`config.mk`:
```
export PLATFORM = sky130hd
export DESIGN_NAME = query_patch_reader
export DESIGN_NICKNAME = d
export VERILOG_FILES = /design/src/rtl/query_mem_pkg.sv /design/src/rtl/patch_out_fifo2.sv /design/src/rtl/query_patch_reader.sv
export SDC_FILE = /design/constraint.sdc
export NUM_CORES = 1
export LEC_CHECK = 0
export ABC_AREA = 1
export CAP_MARGIN = 10
export CORE_ASPECT_RATIO = 1.25
export CORE_MARGIN = 2
export CORE_UTILIZATION = 50
export DETAILED_ROUTE_END_ITERATION = 7
export PLACE_DENSITY = 0.77
export SYNTH_ARGS = -nofsm -noshare
export SYNTH_HDL_FRONTEND = slang
export SYNTH_HIERARCHICAL = 1
export SYNTH_SLANG_ARGS = --single-unit
```
`constraint.sdc`:
```
create_clock -name clk -period 3.1 [get_ports clk]
set_input_delay 0.31 -clock clk [delete_from_list [all_inputs] [get_ports clk]]
set_output_delay 0.31 -clock clk [all_outputs]
set_load 0.005 [all_outputs]
```
`src/rtl/query_mem_pkg.sv`:
```
// Shared constants for the query patch memory (read and write sides).
//   DATA_WIDTH : width of one patch word
//   ADDR_WIDTH : RAM address width
//   DEPTH      : RAM depth in words (2**ADDR_WIDTH)
//   CNT_W      : counter width; one extra bit so a full-depth count fits
//   state_e    : read sequencer FSM encoding
package query_mem_pkg;
  localparam int DATA_WIDTH = 55;
  localparam int ADDR_WIDTH = 7;
  localparam int DEPTH      = 1 << ADDR_WIDTH;
  localparam int CNT_W      = ADDR_WIDTH + 1;

  typedef enum logic [1:0] {
    ST_IDLE   = 2'd0,
    ST_STREAM = 2'd1,
    ST_DONE   = 2'd2
  } state_e;
endpackage

```
`src/rtl/patch_out_fifo2.sv`:
```
// Two-entry synchronous FIFO with a registered head word.
//   clk, rst_n : clock, asynchronous active-low reset
//   push_i     : write din_i this cycle
//   pop_i      : consume head_o this cycle (only when count_o != 0)
//   din_i      : word to write
//   head_o     : oldest stored word (registered)
//   count_o    : occupancy 0..2
// Push and pop may occur together; the caller guarantees no push while full
// unless a pop happens in the same cycle.
module patch_out_fifo2 #(
  parameter int W = 55
) (
  input  logic         clk,
  input  logic         rst_n,
  input  logic         push_i,
  input  logic         pop_i,
  input  logic [W-1:0] din_i,
  output logic [W-1:0] head_o,
  output logic [1:0]   count_o
);
  logic [W-1:0] head_q, head_d, tail_q, tail_d;
  logic [1:0]   cnt_q, cnt_d;

  always_comb begin
    head_d = head_q;
    tail_d = tail_q;
    cnt_d  = cnt_q;
    case ({push_i, pop_i})
      2'b10: begin
        if (cnt_q == 2'd0) head_d = din_i;
        else               tail_d = din_i;
        cnt_d = cnt_q + 2'd1;
      end
      2'b01: begin
        head_d = tail_q;
        cnt_d  = cnt_q - 2'd1;
      end
      2'b11: begin
        // occupancy unchanged; the new word goes behind whatever remains
        if (cnt_q == 2'd1) begin
          head_d = din_i;
        end else begin
          head_d = tail_q;
          tail_d = din_i;
        end
      end
      default: ;
    endcase
  end

  always_ff @(posedge clk or negedge rst_n) begin
    if (!rst_n) begin
      head_q <= '0;
      tail_q <= '0;
      cnt_q  <= '0;
    end else begin
      head_q <= head_d;
      tail_q <= tail_d;
      cnt_q  <= cnt_d;
    end
  end

  assign head_o  = head_q;
  assign count_o = cnt_q;
endmodule

```
`src/rtl/query_patch_reader.sv`:
```
// Read-side sequencer for the query patch RAM (sync read, 1-cycle latency).
// Streams num_patches words starting at base_adr to a valid/ready consumer.
//   clk, rst_n          : clock, asynchronous active-low reset
//   start               : begin a transfer (sampled only in IDLE)
//   base_adr            : first RAM address (latched on start)
//   num_patches         : words to stream, 0..DEPTH (latched on start)
//   ram_ren, ram_radr   : RAM read port request
//   ram_rdata           : RAM data, valid the cycle after ram_ren
//   out_valid/ready/data/last : downstream stream
//   busy                : not idle
//   done                : one-cycle pulse after the final handshake
module query_patch_reader
  import query_mem_pkg::*;
#(
  parameter int DATA_WIDTH = query_mem_pkg::DATA_WIDTH,
  parameter int ADDR_WIDTH = query_mem_pkg::ADDR_WIDTH,
  parameter int DEPTH      = query_mem_pkg::DEPTH
) (
  input  logic                  clk,
  input  logic                  rst_n,
  input  logic                  start,
  input  logic [ADDR_WIDTH-1:0] base_adr,
  input  logic [ADDR_WIDTH:0]   num_patches,
  output logic                  ram_ren,
  output logic [ADDR_WIDTH-1:0] ram_radr,
  input  logic [DATA_WIDTH-1:0] ram_rdata,
  output logic                  out_valid,
  input  logic                  out_ready,
  output logic [DATA_WIDTH-1:0] out_data,
  output logic                  out_last,
  output logic                  busy,
  output logic                  done
);
  localparam int CW = ADDR_WIDTH + 1;

  state_e                state_q, state_d;
  logic [ADDR_WIDTH-1:0] adr_q, adr_d;
  logic [CW-1:0]         num_q, num_d;
  logic [CW-1:0]         issued_q, issued_d;
  logic [CW-1:0]         deliv_q, deliv_d;
  logic                  infl_q;
  logic [1:0]            fifo_cnt;
  logic                  pop;
  logic [2:0]            occ;

  assign pop = out_valid && out_ready;
  // words that will be held after this edge if no new read is issued
  assign occ = {1'b0, fifo_cnt} + 3'(infl_q) - 3'(pop);

  assign ram_ren   = (state_q == ST_STREAM) && (issued_q < num_q) && (occ < 3'd2);
  assign ram_radr  = adr_q;
  assign out_valid = (fifo_cnt != 2'd0);
  assign out_last  = out_valid && (deliv_q == num_q - CW'(1));
  assign busy      = (state_q != ST_IDLE);
  assign done      = (state_q == ST_DONE);

  always_comb begin
    state_d  = state_q;
    adr_d    = adr_q;
    num_d    = num_q;
    issued_d = issued_q;
    deliv_d  = deliv_q;
    case (state_q)
      ST_IDLE: begin
        if (start) begin
          adr_d    = base_adr;
          num_d    = num_patches;
          issued_d = '0;
          deliv_d  = '0;
          state_d  = (num_patches == '0) ? ST_DONE : ST_STREAM;
        end
      end
      ST_STREAM: begin
        if (ram_ren) begin
          adr_d    = adr_q + ADDR_WIDTH'(1);  // wraps modulo DEPTH
          issued_d = issued_q + CW'(1);
        end
        if (pop) deliv_d = deliv_q + CW'(1);
        if (pop && out_last) state_d = ST_DONE;
      end
      ST_DONE:  state_d = ST_IDLE;
      default:  state_d = ST_IDLE;
    endcase
  end

  always_ff @(posedge clk or negedge rst_n) begin
    if (!rst_n) begin
      state_q  <= ST_IDLE;
      adr_q    <= '0;
      num_q    <= '0;
      issued_q <= '0;
      deliv_q  <= '0;
      infl_q   <= 1'b0;
    end else begin
      state_q  <= state_d;
      adr_q    <= adr_d;
      num_q    <= num_d;
      issued_q <= issued_d;
      deliv_q  <= deliv_d;
      infl_q   <= ram_ren;
    end
  end

  patch_out_fifo2 #(.W(DATA_WIDTH)) u_fifo (
    .clk     (clk),
    .rst_n   (rst_n),
    .push_i  (infl_q),
    .pop_i   (pop),
    .din_i   (ram_rdata),
    .head_o  (out_data),
    .count_o (fifo_cnt)
  );
endmodule

```
==> results.sh <==
export IMPL_status="complete, no violations"
export IMPL_maxCapViolations=0
export IMPL_syn_area_per_cell_um2=7.57
export IMPL_reg2reg_slack_ps=680
export IMPL_hpwl_um=12200
export IMPL_critPathLaunch="num_q[0]$_DFFE_PN0P_"
export IMPL_numCtsBuffers=17
export IMPL_viasPerCell=5.22
export IMPL_antenna_cells=0
export IMPL_drive_above_1_share_pct=7.27
export IMPL_fin_crit_ps=2800
export IMPL_ys_seq_elements=146
export IMPL_postSynthCellCount=1016
export IMPL_startpoint_type="flop"
export IMPL_hold_path_class="in2async"
export IMPL_fill_cells=1272
export IMPL_setup_slack_ps=305
export IMPL_final_common_cell="nand2_1"
export IMPL_ys_seq_area_share_pct=47.5
export IMPL_grt_max_degree=76
export IMPL_finClkSkew_ps=5.82
export IMPL_ir_drop_mv=0.515
export IMPL_grt_ovfl_total=0
export IMPL_ys_async_sr_fraction_pct=100
export IMPL_drc_errors=0
export IMPL_finalMaxSlewViolations=0
export IMPL_path_class="reg2out"
export IMPL_clkSlewWorstSetupHoldPaths_ps=60
export IMPL_timing_rr_end="issued_q[2]$_DFFE_PN0P_"
export IMPL_synth_warnings=6
export IMPL_tritoncts="done"
export IMPL_fin_crit_sh_pct=90.2
export IMPL_worst_endpoint_arrival_ps=2490
export IMPL_area_delta_synth_final_pct=27.9
export IMPL_worst_path_max_fanout=7
export IMPL_coreArea_um2=15000
export IMPL_synth_edf_count=0
export IMPL_final_cell_mix="488 x nand2_1, 145 x dfrtp_1, 142 x nand3_1"
export IMPL_rr_worst_depth=11
export IMPL_ioPinCount=141
export IMPL_syn_cell_area_um2=7690
export IMPL_fin_tns_setup_ps=0
export IMPL_fin_util_pct=65.5
export IMPL_cts_buffer_depth=2
export IMPL_critPathCaptureType="primary output"
export IMPL_cts_root_buf="clkbuf_16"
export IMPL_row_count=50
export IMPL_setup_violations=0
export IMPL_nNetsFinal=1237
export IMPL_vias=6984
export IMPL_place_gp_congestion=0.854
export IMPL_power_leakage_nw=5.15
export IMPL_antenna_found_initial=0
export IMPL_post_place_ws_ps=81.2
export IMPL_grt_pass1_wl_um=31600
export IMPL_ys_flop_type="dfrtp_1"
export IMPL_start_util_pct=51.2
export IMPL_rsz0062_at_grt="false"
export IMPL_synth_nets=1110
export IMPL_drt_total_wl_um=19200
export IMPL_grt_use_total_pct=24.2
export IMPL_cts_sinks=146
export IMPL_h_tree_depth=4
export IMPL_rr_startpoint="u_fifo/count_o[0]$_DFFE_PN0P_"
export IMPL_slew_headroom_pct=34.3
export IMPL_grt_pass1_vias=6664
export IMPL_port_buffers=140
export IMPL_first_pass_iters=5
export IMPL_drt_iter0_drc=513
export IMPL_clock_latency_ps=420
export IMPL_tightestPinTransition_ps=984
export IMPL_ys_types=42
export IMPL_die_width_um=115
export IMPL_p_per_area_nw_per_um2=957
export IMPL_drtAntennaViolNets=0
export IMPL_wl_per_cell_um=14.3
export IMPL_die_y_um=143
export IMPL_finalHoldViolCount=0
export IMPL_crit_required_ps=2790
export IMPL_max_freq_ghz=0.358
export IMPL_die_area_um2=16400
==> synthesized netlist by cell type, types with 2 or more instances <==
cell,number,share of area [%]
a21o_1,2,0.20
a21oi_1,9,0.59
a31oi_1,2,0.16
buf_1,4,0.20
buf_2,19,1.2
buf_4,9,0.88
buf_6,8,1.2
clkbuf_1,9,0.44
dfrtp_1,146,48
ha_1,19,3.1
inv_1,49,2.4
inv_2,4,0.20
nand2_1,489,24
nand2_2,7,0.57
nand2_4,2,0.29
nand3_1,142,9.2
nand4_1,3,0.24
nor2_1,35,1.7
nor2_2,2,0.16
nor2_4,3,0.44
nor3_1,3,0.20
o21ai_0,19,1.2
o21ai_1,2,0.13
o21ai_2,2,0.23
xnor2_1,4,0.46
xor2_1,7,0.80
==> cells by family after synthesis <==
family                     Yosys count  share of synthesized area (%)
and+or+nand+nor                    697                           38.5
DFF                                146                           47.5
buffers and inverters              104                           6.65
xor gates and xnor gates            11                           1.25
AOI/OAI and AO/OA                   38                           2.73
adders and majority gates           20                           3.35
==> per-layer routing <==
layer	wire length (µm)	part of all wire (%)	vias to the layer above	GRT usage [%]
met2	9500	49	212	41.4
met1	8280	43	3287	30.0
met5	0	0	-	0
met3	1020	5.3	31	5.01
met4	388	2.0	0	9.38
li1	-	-	3454	-
==> worst max-delay path, stage by stage, from the launching register on <==
cell	delay, ps
dfrtp_1	400
inv_2	140
ha_1	260
inv_1	50
nand2_1	80
nand2_1	60
nand2_1	50
nand2_1	40
nor2_1	100
nand3_1	90
nor2_1	140
and2_1	160
clkdlybuf4s50_1	500
==> where the power goes <==
| group | internal (mW) | leakage, nW | switching [mW] |
|---|---|---|---|
| sequential | 2.72 | 1.85 | 0.509 |
| combinational | 1.76 | 3.00 | 2.26 |
| clock | 1.36 | 0.306 | 0.811 |
| total | 5.84 | 5.15 | 3.58 |
==> registers in the layout, summed over array words and instances, names as in the netlist <==
name,count
u_fifo/head_o,55
u_fifo/tail_q,55
deliv_q,8
issued_q,8
num_q,8
ram_radr,7
state_q,2
u_fifo/count_o,2
infl_q,1
==> layout make-up <==
type	instances	area, µm²	area share [%]
Clock buffer	18	439	4.46
Clock inverter	14	186	1.89
Inverter	54	205	2.09
Multi-Input combinational cell	766	3550	36.1
Sequential cell	146	3650	37.1
Tap cell	182	228	2.31
Timing Repair Buffer	158	1570	16.0
==> how the worst max path moves through the flow <==
| stage | endpoint | slack, ps | cells after the start |
|---|---|---|---|
| after global routing | out_last | 130 | 12 |
| after detailed placement | ram_ren | 80 | 10 |
| final | out_last | 300 | 12 |
| after floorplan | ram_ren | 650 | 8 |
| after global placement | ram_ren | 80 | 10 |
| after CTS | ram_ren | 20 | 9 |
==> through the flow <==
stage               hold WS (ps)  cells  power [mW]  area, µm²
CTS                          468   1338        9.45       9830
floorplan                   14.4   1016        5.68       7690
finish                       465   1338        9.42       9840
global route                 485   1338        10.2       9840
global placement             393   1302        7.11       9160
detailed placement           391   1302        7.21       9160
==> what timing repair did <==
action / CTS / global route
cloned: 0 / 0
pin swaps: 5 / 5
endpoints found under the hold margin: 73 / 0
gates resized for setup: 5 / 2
hold buffers: 1 / 0
setup endpoints to repair: 1 / 1
buffers inserted: 3 / 0
(Power assumes the default switching activity.)
